### src/rtl/jzjpcc_mem_pkg.sv
// Shared types and constants for the memory stage: FSM states, funct3 size codes,
// lane-mask encodings and the byte-swap helpers used to reorder bus lanes.
package jzjpcc_mem_pkg;

  typedef enum logic {
    IDLE = 1'b0,
    BUSY = 1'b1
  } state_t;

  localparam logic [1:0] SIZE_BYTE = 2'b00;
  localparam logic [1:0] SIZE_HALF = 2'b01;
  localparam logic [1:0] SIZE_WORD = 2'b10;

  // Bit 3 of the mask is byte offset 0 (bus bits [31:24]).
  localparam logic [3:0] MASK_OFF0  = 4'b1000;
  localparam logic [3:0] MASK_OFF1  = 4'b0100;
  localparam logic [3:0] MASK_OFF2  = 4'b0010;
  localparam logic [3:0] MASK_OFF3  = 4'b0001;
  localparam logic [3:0] MASK_HALF0 = 4'b1100;
  localparam logic [3:0] MASK_HALF2 = 4'b0011;
  localparam logic [3:0] MASK_WORD  = 4'b1111;

  function automatic logic [15:0] swap16(input logic [15:0] v);
    return {v[7:0], v[15:8]};
  endfunction

  function automatic logic [31:0] swap32(input logic [31:0] v);
    return {v[7:0], v[15:8], v[23:16], v[31:24]};
  endfunction

endpackage

### src/rtl/jzjpcc_mem_access_unit_if.sv
// Data-bus req/ack interface between the memory stage (master) and the memory (slave).
interface jzjpcc_mem_access_unit_if;

  logic        busReq;
  logic        busWrite;
  logic [29:0] busAddress;
  logic [3:0]  busByteMask;
  logic [31:0] busWriteData;
  logic [31:0] busReadData;
  logic        busAck;

  modport master (
    output busReq,
    output busWrite,
    output busAddress,
    output busByteMask,
    output busWriteData,
    input  busReadData,
    input  busAck
  );

  modport slave (
    input  busReq,
    input  busWrite,
    input  busAddress,
    input  busByteMask,
    input  busWriteData,
    output busReadData,
    output busAck
  );

endinterface

### src/rtl/jzjpcc_load_formatter.sv
// Combinational load formatter: picks the addressed lane(s) from the bus word,
// restores little-endian byte order and sign/zero-extends to 32 bits.
module jzjpcc_load_formatter
  import jzjpcc_mem_pkg::*;
(
  input  logic [3:0]  byte_mask,
  input  logic [2:0]  funct3,
  input  logic [31:0] read_data,
  output logic [31:0] load_result
);

  logic [7:0]  lane;
  logic        lane_ok;
  logic [15:0] half;
  logic        half_ok;
  logic        is_unsigned;

  function automatic logic [31:0] extend8(input logic [7:0] v, input logic zero_ext);
    logic signed [7:0]  s;
    logic signed [31:0] w;
    s = v;
    w = s;
    return zero_ext ? {24'h000000, v} : w;
  endfunction

  function automatic logic [31:0] extend16(input logic [15:0] v, input logic zero_ext);
    logic signed [15:0] s;
    logic signed [31:0] w;
    s = v;
    w = s;
    return zero_ext ? {16'h0000, v} : w;
  endfunction

  assign is_unsigned = funct3[2];

  always_comb begin
    lane    = 8'h00;
    lane_ok = 1'b1;
    case (byte_mask)
      MASK_OFF0: lane = read_data[31:24];
      MASK_OFF1: lane = read_data[23:16];
      MASK_OFF2: lane = read_data[15:8];
      MASK_OFF3: lane = read_data[7:0];
      default:   lane_ok = 1'b0;
    endcase
  end

  always_comb begin
    half    = 16'h0000;
    half_ok = 1'b1;
    case (byte_mask)
      MASK_HALF0: half = swap16(read_data[31:16]);
      MASK_HALF2: half = swap16(read_data[15:0]);
      default:    half_ok = 1'b0;
    endcase
  end

  // Unsupported size or a mask that does not match the size yields zero.
  always_comb begin
    load_result = 32'h0000_0000;
    case (funct3[1:0])
      SIZE_BYTE: if (lane_ok) load_result = extend8(lane, is_unsigned);
      SIZE_HALF: if (half_ok) load_result = extend16(half, is_unsigned);
      SIZE_WORD: if (byte_mask == MASK_WORD) load_result = swap32(read_data);
      default:   load_result = 32'h0000_0000;
    endcase
  end

endmodule

### src/rtl/jzjpcc_mem_access_unit.sv
// Memory stage: latches one load/store from execute, runs it on the req/ack data bus,
// stalls execute while waiting and registers formatted load results for writeback.
module jzjpcc_mem_access_unit
  import jzjpcc_mem_pkg::*;
(
  input  logic        clock,
  input  logic        reset_n,
  input  logic        memOpValid_execute,
  input  logic        memWrite_execute,
  input  logic [2:0]  funct3_execute,
  input  logic [29:0] memAddress_execute,
  input  logic [3:0]  memByteMask_execute,
  input  logic [31:0] memDataToWrite_execute,
  input  logic [4:0]  rdAddress_execute,
  output logic        stall,
  jzjpcc_mem_access_unit_if.master bus,
  output logic        loadValid_memory,
  output logic [31:0] loadData_memory,
  output logic [4:0]  rdAddress_memory
);

  state_t      state;
  logic        accept;
  logic        write_p1;
  logic [2:0]  funct3_p1;
  logic [29:0] addr_p1;
  logic [3:0]  mask_p1;
  logic [31:0] wdata_p1;
  logic [4:0]  rd_p1;
  logic [31:0] load_result;

  // A new op is taken when idle, or on the ack edge of the current one (no bubble).
  assign accept = memOpValid_execute & ((state == IDLE) | bus.busAck);

  assign stall            = (state == BUSY) & ~bus.busAck;
  assign bus.busReq       = (state == BUSY);
  assign bus.busWrite     = (state == BUSY) & write_p1;
  assign bus.busAddress   = addr_p1;
  assign bus.busByteMask  = mask_p1;
  assign bus.busWriteData = wdata_p1;

  jzjpcc_load_formatter u_load_formatter (
    .byte_mask   (mask_p1),
    .funct3      (funct3_p1),
    .read_data   (bus.busReadData),
    .load_result (load_result)
  );

  // Stage p1: latched copy of the execute op, held stable on the bus until ack.
  always_ff @(posedge clock or negedge reset_n) begin
    if (!reset_n) begin
      write_p1  <= 1'b0;
      funct3_p1 <= 3'b000;
      addr_p1   <= 30'h0;
      mask_p1   <= 4'h0;
      wdata_p1  <= 32'h0;
      rd_p1     <= 5'h0;
    end else if (accept) begin
      write_p1  <= memWrite_execute;
      funct3_p1 <= funct3_execute;
      addr_p1   <= memAddress_execute;
      mask_p1   <= memByteMask_execute;
      wdata_p1  <= memDataToWrite_execute;
      rd_p1     <= rdAddress_execute;
    end
  end

  // Stage p2: FSM and registered writeback result.
  always_ff @(posedge clock or negedge reset_n) begin
    if (!reset_n) begin
      state            <= IDLE;
      loadValid_memory <= 1'b0;
      loadData_memory  <= 32'h0;
      rdAddress_memory <= 5'h0;
    end else begin
      loadValid_memory <= 1'b0;
      case (state)
        IDLE: begin
          if (memOpValid_execute) state <= BUSY;
        end
        BUSY: begin
          if (bus.busAck) begin
            if (!write_p1) begin
              loadValid_memory <= 1'b1;
              loadData_memory  <= load_result;
              rdAddress_memory <= rd_p1;
            end
            if (!memOpValid_execute) state <= IDLE;
          end
        end
        default: state <= IDLE;
      endcase
    end
  end

endmodule

### src/flat_wrapper.sv
// flat-port wrapper written by rule: the top's interface ports become plain ports
module jzjpcc_mem_access_unit_flat import jzjpcc_mem_pkg::*;
  (clock, reset_n, memOpValid_execute, memWrite_execute, funct3_execute, memAddress_execute, memByteMask_execute, memDataToWrite_execute, rdAddress_execute, stall, loadValid_memory, loadData_memory, rdAddress_memory, bus_busReq, bus_busWrite, bus_busAddress, bus_busByteMask, bus_busWriteData, bus_busReadData, bus_busAck);
  jzjpcc_mem_access_unit_if bus_i ();
  input  logic clock;
  input  logic reset_n;
  input  logic memOpValid_execute;
  input  logic memWrite_execute;
  input  logic [2:0] funct3_execute;
  input  logic [29:0] memAddress_execute;
  input  logic [3:0] memByteMask_execute;
  input  logic [31:0] memDataToWrite_execute;
  input  logic [4:0] rdAddress_execute;
  output logic stall;
  output logic loadValid_memory;
  output logic [31:0] loadData_memory;
  output logic [4:0] rdAddress_memory;
  output wire logic [$bits(bus_i.busReq)-1:0] bus_busReq;
  output wire logic [$bits(bus_i.busWrite)-1:0] bus_busWrite;
  output wire logic [$bits(bus_i.busAddress)-1:0] bus_busAddress;
  output wire logic [$bits(bus_i.busByteMask)-1:0] bus_busByteMask;
  output wire logic [$bits(bus_i.busWriteData)-1:0] bus_busWriteData;
  input wire logic [$bits(bus_i.busReadData)-1:0] bus_busReadData;
  input wire logic [$bits(bus_i.busAck)-1:0] bus_busAck;
  assign bus_busReq = bus_i.busReq;
  assign bus_busWrite = bus_i.busWrite;
  assign bus_busAddress = bus_i.busAddress;
  assign bus_busByteMask = bus_i.busByteMask;
  assign bus_busWriteData = bus_i.busWriteData;
  assign bus_i.busReadData = bus_busReadData;
  assign bus_i.busAck = bus_busAck;
  jzjpcc_mem_access_unit u_core (.clock(clock), .reset_n(reset_n), .memOpValid_execute(memOpValid_execute), .memWrite_execute(memWrite_execute), .funct3_execute(funct3_execute), .memAddress_execute(memAddress_execute), .memByteMask_execute(memByteMask_execute), .memDataToWrite_execute(memDataToWrite_execute), .rdAddress_execute(rdAddress_execute), .stall(stall), .bus(bus_i), .loadValid_memory(loadValid_memory), .loadData_memory(loadData_memory), .rdAddress_memory(rdAddress_memory));
endmodule
### config.mk
export PLATFORM = sky130hd
export DESIGN_NAME = jzjpcc_mem_access_unit_flat
export DESIGN_NICKNAME = d
export VERILOG_FILES = /design/src/rtl/jzjpcc_mem_pkg.sv /design/src/rtl/jzjpcc_mem_access_unit_if.sv /design/src/rtl/jzjpcc_load_formatter.sv /design/src/rtl/jzjpcc_mem_access_unit.sv /design/src/flat_wrapper.sv
export SDC_FILE = /design/constraint.sdc
export NUM_CORES = 1
export LEC_CHECK = 0
export BUFFER_PORTS_ARGS = -buffer_cell sky130_fd_sc_hd__buf_2
export CORE_MARGIN = 2
export CORE_UTILIZATION = 53
export DETAILED_ROUTE_END_ITERATION = 10
export PLACE_DENSITY = 0.84
export SETUP_SLACK_MARGIN = 0.15
export SYNTH_ARGS = -nofsm -noshare
export SYNTH_HDL_FRONTEND = slang
export SYNTH_SLANG_ARGS = --single-unit
export TNS_END_PERCENT = 5
### constraint.sdc
create_clock -name clock -period 4.2 [get_ports clock]
set_clock_uncertainty 0.15 [all_clocks]
set_input_delay 0.63 -clock clock [delete_from_list [all_inputs] [get_ports clock]]
set_output_delay 0.63 -clock clock [all_outputs]
set_load 0.005 [all_outputs]
# Word level (Yosys, flattened, before mapping)
# Cells that the tools add are included.
word_totals:
  regBits: 114
  input_bits: 111
op_classes:
  eq_ne: 9
  muxes: 16
  bitwise: 7
  n_reduce_logical: 4
op_table:
  columns: ["op", "count"]
  rows:
  - ["32-bit two-way mux", 5]
  - ["32-bit one-hot mux with 3 select lines", 1]
  - ["16-bit one-hot mux with 2 select lines", 1]
  - ["8-bit one-hot mux with 4 select lines", 1]
  - ["4-bit == test (second input constant)", 3]
  - ["4-bit by 2-bit == test with 1-bit output (second input constant)", 2]
  - ["1-bit two-way mux", 7]
  - ["4-bit by 1-bit == test with 1-bit output (second input constant)", 1]
  - ["4-bit by 3-bit == test with 1-bit output (second input constant)", 1]
  - ["4-bit OR reduction", 1]
  - ["1-bit bitwise AND", 3]
  - ["1-bit NOT", 3]
  - ["3-bit AND reduction", 1]
  - ["2-bit by 1-bit == test with 1-bit output (second input constant)", 1]
  - ["2-bit == test (second input constant)", 1]
  - ["2-bit zero test", 1]
  - ["1-bit one-hot mux with 2 select lines", 1]
  - ["2-bit OR reduction", 1]
  - ["1-bit OR", 1]

# Depth between registers and ports, before layout
# Gate-level depths: netlist of run 1.
depth:
  word_depth: 5
  ltp_mapped: 7
  depth_no_buf: 5

# Hierarchy
# A second synthesis of run 1 with hierarchy kept.
unflattened:
  hier_cells: 373
  area_unflattened_um2: 5517.8
modules_own_cells:
  columns: ["module", "n_inst", "cells_per_inst", "area_each_um2", "seq_area_each_um2"]
  rows:
  - ["jzjpcc_mem_access_unit", 1, 245, 4578.1, 2852.7]
  - ["jzjpcc_load_formatter", 1, 128, 939.7, 0.0]

# Worst setup path after synthesis of run 1
# No wires, ideal clock.
synth_path:
  path_type: "input to register"
  start: "input port bus_busAck"
  end: "register u_core.addr_p1[17], in the netlist u_core.bus.busAddress[17]"
  setup_ns: 0.125
  arrival_ns: 1.618
  required_ns: 3.925
  path_slack_ns: 2.308
  cell_stages: 5
  cell_sequence: "nand2b_1 nand2_1 buf_2 buf_2 mux2_2"
synth_via:
  elab_chain_cells: 2
synth_rtl:
  columns: ["element", "line_no", "text"]
  rows:
  - ["from (decl)", "flat_wrapper.sv:24", "input wire logic [$bits(bus_i.busAck)-1:0] bus_busAck;"]
  - ["1-bit OR", "jzjpcc_mem_access_unit.sv:33", "assign accept = memOpValid_execute & ((state == IDLE) | bus.busAck);"]
  - ["1-bit bitwise AND", "jzjpcc_mem_access_unit.sv:33", null]
  - ["to (signal assigned)", "jzjpcc_mem_access_unit.sv:61", "addr_p1 <= memAddress_execute;"]
  - ["to (decl)", "jzjpcc_mem_access_unit.sv:26", "logic [29:0] addr_p1;"]
# Every way passes these cells.
# A chain may end at the register's enable or synchronous reset.

# Final worst setup path of run 1
layout_path:
  start: "register u_core.mask_p1[1], in the netlist u_core.bus.busByteMask[1]"
  end: "register u_core.loadData_memory[17]"
layout_via:
  elab_chain_cells: 5
  word_cells_on_any_way: 19
layout_rtl:
  columns: ["element", "line_no", "text"]
  rows:
  - ["from (decl)", "jzjpcc_mem_access_unit.sv:27", "logic [3:0] mask_p1;"]
  - ["from (signal assigned)", "jzjpcc_mem_access_unit.sv:62", "mask_p1 <= memByteMask_execute;"]
  - ["4-bit by 1-bit == test with 1-bit output (tied with other cells)", "jzjpcc_load_formatter.sv:39", "case (byte_mask)"]
  - ["8-bit one-hot mux with 4 select lines (tied with other cells)", "jzjpcc_load_formatter.sv:39", null]
  - ["32-bit two-way mux (tied with other cells)", "jzjpcc_load_formatter.sv:23", "return zero_ext ? {24'h000000, v} : w;"]
  - ["32-bit two-way mux (on tied branches)", "jzjpcc_load_formatter.sv:62, jzjpcc_load_formatter.sv:63", null]
  - ["32-bit one-hot mux with 3 select lines *", "jzjpcc_load_formatter.sv:61", "case (funct3[1:0])"]
  - ["to (signal assigned)", "jzjpcc_mem_access_unit.sv:85", "loadData_memory <= load_result;"]
  - ["to (decl)", "jzjpcc_mem_access_unit.sv:18", "output logic [31:0] loadData_memory,"]
# Mark *: on every way between the ends. The rest lies on a longest branch, timed or not.

==> results of run 1 <==
==> final timing paths <==
kind / cells after the start / to / startpoint
max in group asynchronous: 2 / u_core.bus.busWriteData[15] / reset_n
worst min register to register: 2 / u_core.rdAddress_memory[3] / u_core.rd_p1[3]
worst max register to register: 4 / u_core.loadData_memory[17] / u_core.bus.busByteMask[1]
worst min-delay path: 1 / u_core.loadData_memory[25] / reset_n
min in group clock: 2 / u_core.bus.busWriteData[23] / memDataToWrite_execute[23]
worst max-delay path: 4 / u_core.loadData_memory[17] / u_core.bus.busByteMask[1]
==> layer usage <==
layer / vias up / wire [um]
met2: 283 / 7294
met4: 0 / 347
met3: 42 / 1452
met5: - / 0
li1: 2151 / -
met1: 2276 / 5718
==> synth_stat cells (7+ instances only) <==
cell,number
o22ai_1,16
dfrtp_1,114
nor3_1,16
a22oi_1,29
buf_2,16
a211oi_1,16
mux2_2,75
nand3_1,16
inv_1,35
nor2_1,18
a21oi_2,11
a21oi_1,7
o32a_1,7
nand2_1,17
o211ai_1,14
clkbuf_1,14
o21ai_0,17
==> flip-flops by register name, indices dropped and copies added (netlist names) <==
name / cells
u_core.bus.busWriteData: 32
u_core.funct3_p1: 3
u_core.bus.busByteMask: 4
u_core.write_p1: 1
u_core.bus.busAddress: 30
u_core.rd_p1: 5
u_core.bus.busReq: 1
u_core.loadValid_memory: 1
u_core.rdAddress_memory: 5
u_core.loadData_memory: 32
==> metrics by stage <==
step           hold slack, ns  power [mW]  instance area (um^2)  setup WS (ns)
6_report              0.02808       3.311                  7179          1.712
5_1_grt               0.06698       3.459                  7179          1.568
4_1_cts               0.03368       3.330                  7179          1.752
3_5_place_dp           0.3004       1.927                  6603          1.555
3_3_place_gp           0.2974       1.897                  6603          1.688
2_1_floorplan          0.1844       1.667                  5517          2.308
==> logic make-up after synthesis <==
family	Yosys count
muxes	75
and+or+nand+nor	91
AOI/OAI and AO/OA	126
buffers and inverters	75
DFF	114
xor gates and xnor gates	1
==> layout make-up <==
| class | instances | share of cell area [%] |
|---|---|---|
| timing repair buffer | 221 | 15.75 |
| sequential | 114 | 39.74 |
| multi-input combinational | 293 | 32.28 |
| inverter | 35 | 1.830 |
| clock inverter | 8 | 1.447 |
| clock buffer | 22 | 6.588 |
| tap | 136 | 2.370 |
==> critical path, delay by kind of cell (launching register included) <==
family | cells | cell delay (ns)
simple gates | 1 | 0.19
compound gates | 3 | 1.09
flops | 1 | 0.86
==> power by group <==
group | internal (mW) | total, mW | leakage (nW) | switching, mW
Clock | 0.899 | 1.40 | 0.271 | 0.498
Sequential | 1.23 | 1.34 | 1.41 | 0.109
Combinational | 0.290 | 0.573 | 1.70 | 0.283
Total | 2.42 | 3.31 | 3.38 | 0.890
==> results.md, run 1 <==
- The number of clock buffers inserted by TritonCTS is 17.
- The maximum fanout along the worst path is 21.
- The number of antenna violations at the first check in global routing is 0.
- The number of max-slew violations in the final report is 0.
- Setup repair after global routing left no endpoint under its margin.
- For the worst setup path, the data required time is 4.39 ns.
- Once layout is complete, the utilization of the core stands at 70.17%.
- The run finished with clean final reports.
- The wire length per cell after detailed routing is 17.87 um.
- In this run, synthesis produced a sequential element count of 114.
- The total power per unit cell area is 461.2 nW/um^2.
- For the pin with the worst max-slew slack, the measured transition is 1.217 ns.
- The initial cell density of the core is 53.92%.
- The worst slew margin relative to its limit is 18.68%.
- For this run, the register share of the synthesized area comes to 51.71%.
- The standard cell core area is 10,230 um^2.
- The number of I/O pins is 218.
- Subtracting the final worst setup slack from the clock period gives 2.488 ns.
- The die area is 11,240 um^2.
- The mean area per synthesized cell is 11.45 um^2.
- By startpoint and endpoint, the worst setup path is classified as reg2reg.
- The most frequent standard cell in the layout excluding fill and tap cells is buf_2.
- The slowest stage of the critical path belongs to the cell dfrtp_1.
- The final-report setup violation count is 0.
- In this run the remaining antenna-violating nets after routing total 0.
- Yosys mapped a number of flops with a built-in enable equal to 0.
- Once the clock tree was built, the resizer swapped 0 gates to a different size.
- At the end of the flow, the number of nets in the layout was 793.
- The via count normalized by instance count is 5.732.
- The global routing usage on met2 is 44.33%.
- The die is 106.0 um tall.
- The row count is 37.
- TritonCTS built the clock tree.
- Of the cells placed in the final design, the portion with a size suffix greater than 1 is 50.65%.
- The internal reg-to-reg setup slack is 1.71 ns.
- Global routing consumed, on the met1 layer, 33.81% of the routing resources.
- The class of the tightest hold or removal check is in2async.
- The netlist area before placement is 5517 um^2.
- The number of global-route vias before repair is 4,860.
- The number of sinks handled by clock tree synthesis is 114.
- Of the post-synthesis cell area, the dominant cell type holds 51.71%.
- The main flop type after synthesis is dfrtp_1.
- Summed over all instances, the cell type with the most area after synthesis is dfrtp_1.
- For the worst setup path, the data arrival time is 2.68 ns.
- The post-synthesis to final-layout area growth is 30.14%.
- The delay of the slowest cell on the worst path is 0.86 ns.
- STA classifies the critical path endpoint as a flop.
- Of the total synthesized cell area, the portion taken by XOR and XNOR cells is 0.1588%.
- The number of antenna diodes in the final layout is 0.
- The area taken by flip-flops and latches is 2853 um^2.
- The CTS H-tree depth is 4.
- The signal on the critical path passes through nand3b_1 -> a21boi_1 -> o211ai_2 -> a21oi_1.
- In the layout the commonest cells are buf_2 (216), dfrtp_1 (114), mux2_2 (75).
- In the routed design, unresolved DRC markers number 0.
- The largest buffer count on any clock path is 2.
- The final cell count without fillers is 829.
- The number of instances in the placed design is 799.
- The die extent in x is 106.0 um.
- The sum of net half-perimeters after detailed placement is 10,290 um.
- The routed layout has 4,752 vias.
- The pin count of the biggest net entering global routing is 76.
- The root buffer cell is clkbuf_8.
- The maximum resistive drop on vdd is 0.2850 mV.
- The total global routing overflow is 0.
- The share of flip-flops with an asynchronous set or reset is 100.0%.
- After Yosys synthesis, and, or, nand and nor cells account for 9.231% of the synthesized area.
- The combinational family with the most area after synthesis is compound AO/OA/AOI/OAI gates.
- STA classifies the critical path startpoint as a flop.
- The global-route wire length before repair is 23,850 um.
- After detailed routing, the total wire length is 14,810 um.
- The congestion estimate from routability-driven global placement came to 0.8536.
- Sorting the synthesized cells by area gives the leading types as dfrtp_1 (52%), mux2_2 (15%), a22oi_1 (3.9%).
- Counting every net in the synthesized netlist gives 593.
- The clock latency on the worst-skew pair is 0.51 ns.
- The layout has 742 filler cells.
- The multiplexer share of the synthesized area is 15.31%.
- The fraction of the mapped netlist area in adder cells is 0%.
- The final hold violation count is 0.
- The multi-input combinational cells in the finished layout cover a total of 2317 um^2.
- The post-CTS setup repair buffer count is 0.
- The clock-pin transition on the worst setup and hold timing paths is 0.06 ns.
- For this run, the number of Yosys warnings is 0.
- The leakage power figure is 3.378 nW.
- The count of hold-fix buffers inserted at cts is 0.
- The global routing stage identified its most utilized layer as met2.
- The maximum frequency from static timing analysis is 0.4019 GHz.
- The global-route met3 utilization is 8.706%.
- The number of iterations in the first detailed-routing pass is 5.
- Summing the areas of all compound-gate instances in the mapped netlist gives 17.17% of the synthesized area.
- The DRC marker count from the first detailed-route iteration is 285.
- The global-route usage over all layers is 27.16%.
- Max-cap violations in this run came to 0.
- The sum of negative setup slack is 0 ns.
- Buffers placed on the I/O ports in this run total 217.
- Yosys mapped the design onto 42 distinct sky130hd cell types.
- The instance count of the mapped netlist is 482.
- In the finished design, the share of the clock period the worst path needs comes to 59.25%.
Note: power is estimated with default switching activity, not from simulation.
==> run 2, diff against run 1 <==
--- a/config.mk
+++ b/config.mk
@@ -7,9 +7,9 @@
 export LEC_CHECK = 0
 export BUFFER_PORTS_ARGS = -buffer_cell sky130_fd_sc_hd__buf_2
 export CORE_MARGIN = 2
-export CORE_UTILIZATION = 53
+export CORE_UTILIZATION = 49
 export DETAILED_ROUTE_END_ITERATION = 10
-export PLACE_DENSITY = 0.84
+export PLACE_DENSITY = 0.79
 export SETUP_SLACK_MARGIN = 0.15
 export SYNTH_ARGS = -nofsm -noshare
 export SYNTH_HDL_FRONTEND = slang
==> constraint.sdc (replaced) <==
create_clock -name clock -period 2.4 [get_ports clock]
set_clock_uncertainty 0.15 [all_clocks]
set_input_delay 0.36 -clock clock [delete_from_list [all_inputs] [get_ports clock]]
set_output_delay 0.36 -clock clock [all_outputs]
set_load 0.005 [all_outputs]
==> run 2 against run 1 <==
Net effect: cell count grew 1.8%; sequential share of layout area shrank 0.78 points; utilization shrank 3.2 points.
==> results.md, run 2 (synthesis results as in run 1) <==
- The total wire length is 14,760 um.
- The global-route wire length before repair is 22,680 um.
- The tree is rooted in a clkbuf_16.
- The highest-utilization routing layer at the global route stage is met2.
- The clock-pin transition on the worst setup and hold timing paths is 0.06 ns.
- The class of the tightest hold or removal check is in2reg.
- The number of antenna violations at the first check in global routing is 0.
- The internal reg-to-reg setup slack is 0.20 ns.
- The slowest library cell on the worst path is dfrtp_1.
- The detailed router placed 4,679 vias in this run.
- In this run the standard cell core region covers 10,940 um^2.
- The final hold violation count is 0.
- Entering global routing, the biggest net connects 76 pins.
- Traced cell by cell, the critical path runs through nor2b_1 -> a22oi_1 -> o32a_1 -> o211ai_1.
- The final critical delay including setup and external delays is 2.200 ns.
- Global routing used 40.45% of the available met2 tracks.
- The data arrival time at the worst-slack endpoint is 2.36 ns.
- The reg-to-reg critical path endpoint is u_core.loadData_memory[6].
- The number of I/O pins is 218.
- The worst slew margin relative to its limit is 55.63%.
- The startpoint identified for the worst register-to-register timing path is u_core.bus.busByteMask[0].
- At the placement stage, the worst setup path has a slack of 0.1852 ns.
- The sum of negative setup slack is 0 ns.
- The area of the multi-input gates is 2327 um^2.
- The die is 110.1 um wide.
- The number of global-route vias before repair is 4,573.
- Along the worst path, the maximum fanout reaches 15.
- The sort of element at the end of the critical path is a flop.
- The library cell used most frequently in the layout, excluding fill and tap cells, is buf_2.
- The clock latency on the worst-skew pair is 0.41 ns.
- The start point of the worst hold path is memAddress_execute[12].
- The via count normalized by instance count is 5.544.
- The part of the cycle the worst path needs is 91.68%.
- The remaining antenna violation count is 0.
- In this run the core area contains 38 standard-cell rows.
- The run finished with clean final reports.
- The largest buffer count on any clock path is 2.
- The maximum frequency from static timing analysis is 0.4545 GHz.
- The sequential cells in the finished layout cover a total of 2853 um^2.
- 0 antenna diodes ended up in the layout.
- Power comes to 5.929 mW.
- The worst path setup slack after routing is 0.1997 ns.
- After clock tree synthesis, the setup repair step added 0 buffers.
- The met1 routing resource usage after global routing is 29.94%.
- The number of sinks handled by clock tree synthesis is 114.
- The global placer's final weighted congestion is 0.9794.
- The start-to-end type of the worst setup path is reg2reg.
- In the routed design, unresolved DRC markers number 0.
- The layout filler cell count is 854.
- The final-report setup violation count is 0.
- At the pin with the least slew margin, the transition time is 0.6624 ns.
- VDD sags by at most 0.5784 mV.
- The sum of net half-perimeters after detailed placement is 10,440 um.
- The hold-critical path endpoint is u_core.bus.busAddress[12].
- The delay of the slowest cell on the worst path is 0.67 ns.
- Leaving out fill and tap cells, the most frequent cells in the layout are buf_2 (216), dfrtp_1 (114), mux2_2 (75).
- STA classifies the critical path startpoint as a flop.
- The required time of the worst setup path is 2.56 ns.
- The number of iterations in the first detailed-routing pass is 5.
- For met3 alone, demand over resource in global routing was 8.524%.
- The die covers 12,120 um^2.
- The number of max-slew violations in the final report was 0.
- The initial cell density of the core is 50.45%.
- Buffers inserted during clock tree synthesis total 17.
- The vertical die dimension is 110.1 um.
- After the last flow step, the layout net total stands at 802.
- Across the run, the number of max-cap violations was 0.
- The H-tree was split into 4 levels.
- The count of buffers added on input and output ports is 217.
- In the global route stage, overall resource usage came out at 24.71%.
- Setup repair after global routing could not meet its margin everywhere.
- Along the worst hold path, the cell count comes to 2.
- Compared with the post-synthesis result, the final layout area differs by 32.75%.
- After detailed routing, the average wire length per cell comes to 17.49 um.
- TritonCTS built the clock tree.
- The total global routing overflow is 0.
- The fraction of final layout cells with drive strength greater than 1 is 50.99%.
- Dividing total power by cell area gives a power density of 809.6 nW/um^2.
- The number of cells on the worst reg-to-reg path is 4.
- In this run the static leakage power is 3.449 nW.
- The DRC marker count from the first detailed-route iteration is 287.
run 2: routing by layer:
metal / part of all wire, % / wire length [um]
met1: 39 / 5737
met5: 0 / 0
met2: 50 / 7344
met4: 1.3 / 197
met3: 10 / 1480
run 2: layout make-up:
cell class	count	share of cell area, %
tap	140	2.392
inverter	35	1.794
timing repair buffer	230	16.91
multi-input combinational	293	31.78
clock inverter	9	1.777
clock buffer	23	6.390
sequential	114	38.95
run 2: stage by stage:
| step | area (um^2) | instances | util (%) | hold WS [ns] |
|---|---|---|---|---|
| detailed placement | 6705 | 811 | 61.32 | 0.2120 |
| finish | 7323 | 844 | 66.97 | 0.02206 |
| global route | 7323 | 844 | 66.97 | 0.01242 |
| CTS | 7313 | 844 | 66.88 | 0.01624 |
| floorplan | 5517 | 482 | - | -0.08559 |
| global placement | 6705 | 811 | 61.32 | 0.2082 |
run 2: worst max path at each step:
stage                                          from                    endpoint  slack (ns)  depth (start not counted)
final                     u_core.bus.busByteMask[0]   u_core.loadData_memory[6]        0.20                          4
after global placement    u_core.bus.busByteMask[1]   u_core.loadData_memory[7]        0.27                          5
after global routing      u_core.bus.busByteMask[0]   u_core.loadData_memory[6]        0.05                          4
after CTS                 u_core.bus.busByteMask[0]  u_core.loadData_memory[18]        0.18                          4
after detailed placement  u_core.bus.busByteMask[0]  u_core.loadData_memory[18]        0.19                          4
after floorplan           u_core.bus.busByteMask[1]   u_core.loadData_memory[0]        0.62                          7
run 2: report_power, final:
group | internal [mW] | switching (mW)
Combinational | 0.532 | 0.512
Clock | 1.68 | 0.874
Sequential | 2.16 | 0.169
run 2: critical path: cells and delay by family (launching register included):
kind | cells | cell delay, ns
simple gates | 1 | 0.53
flops | 1 | 0.67
compound gates | 3 | 0.75
run 2: timing repair:
| item | 4_1_cts | 5_1_grt |
|---|---|---|
| hold buffers | 1 | 0 |
| gates resized for setup | 0 | 2 |
| endpoints found under the setup margin | 0 | 32 |
| endpoints found under the hold margin | 114 | 0 |
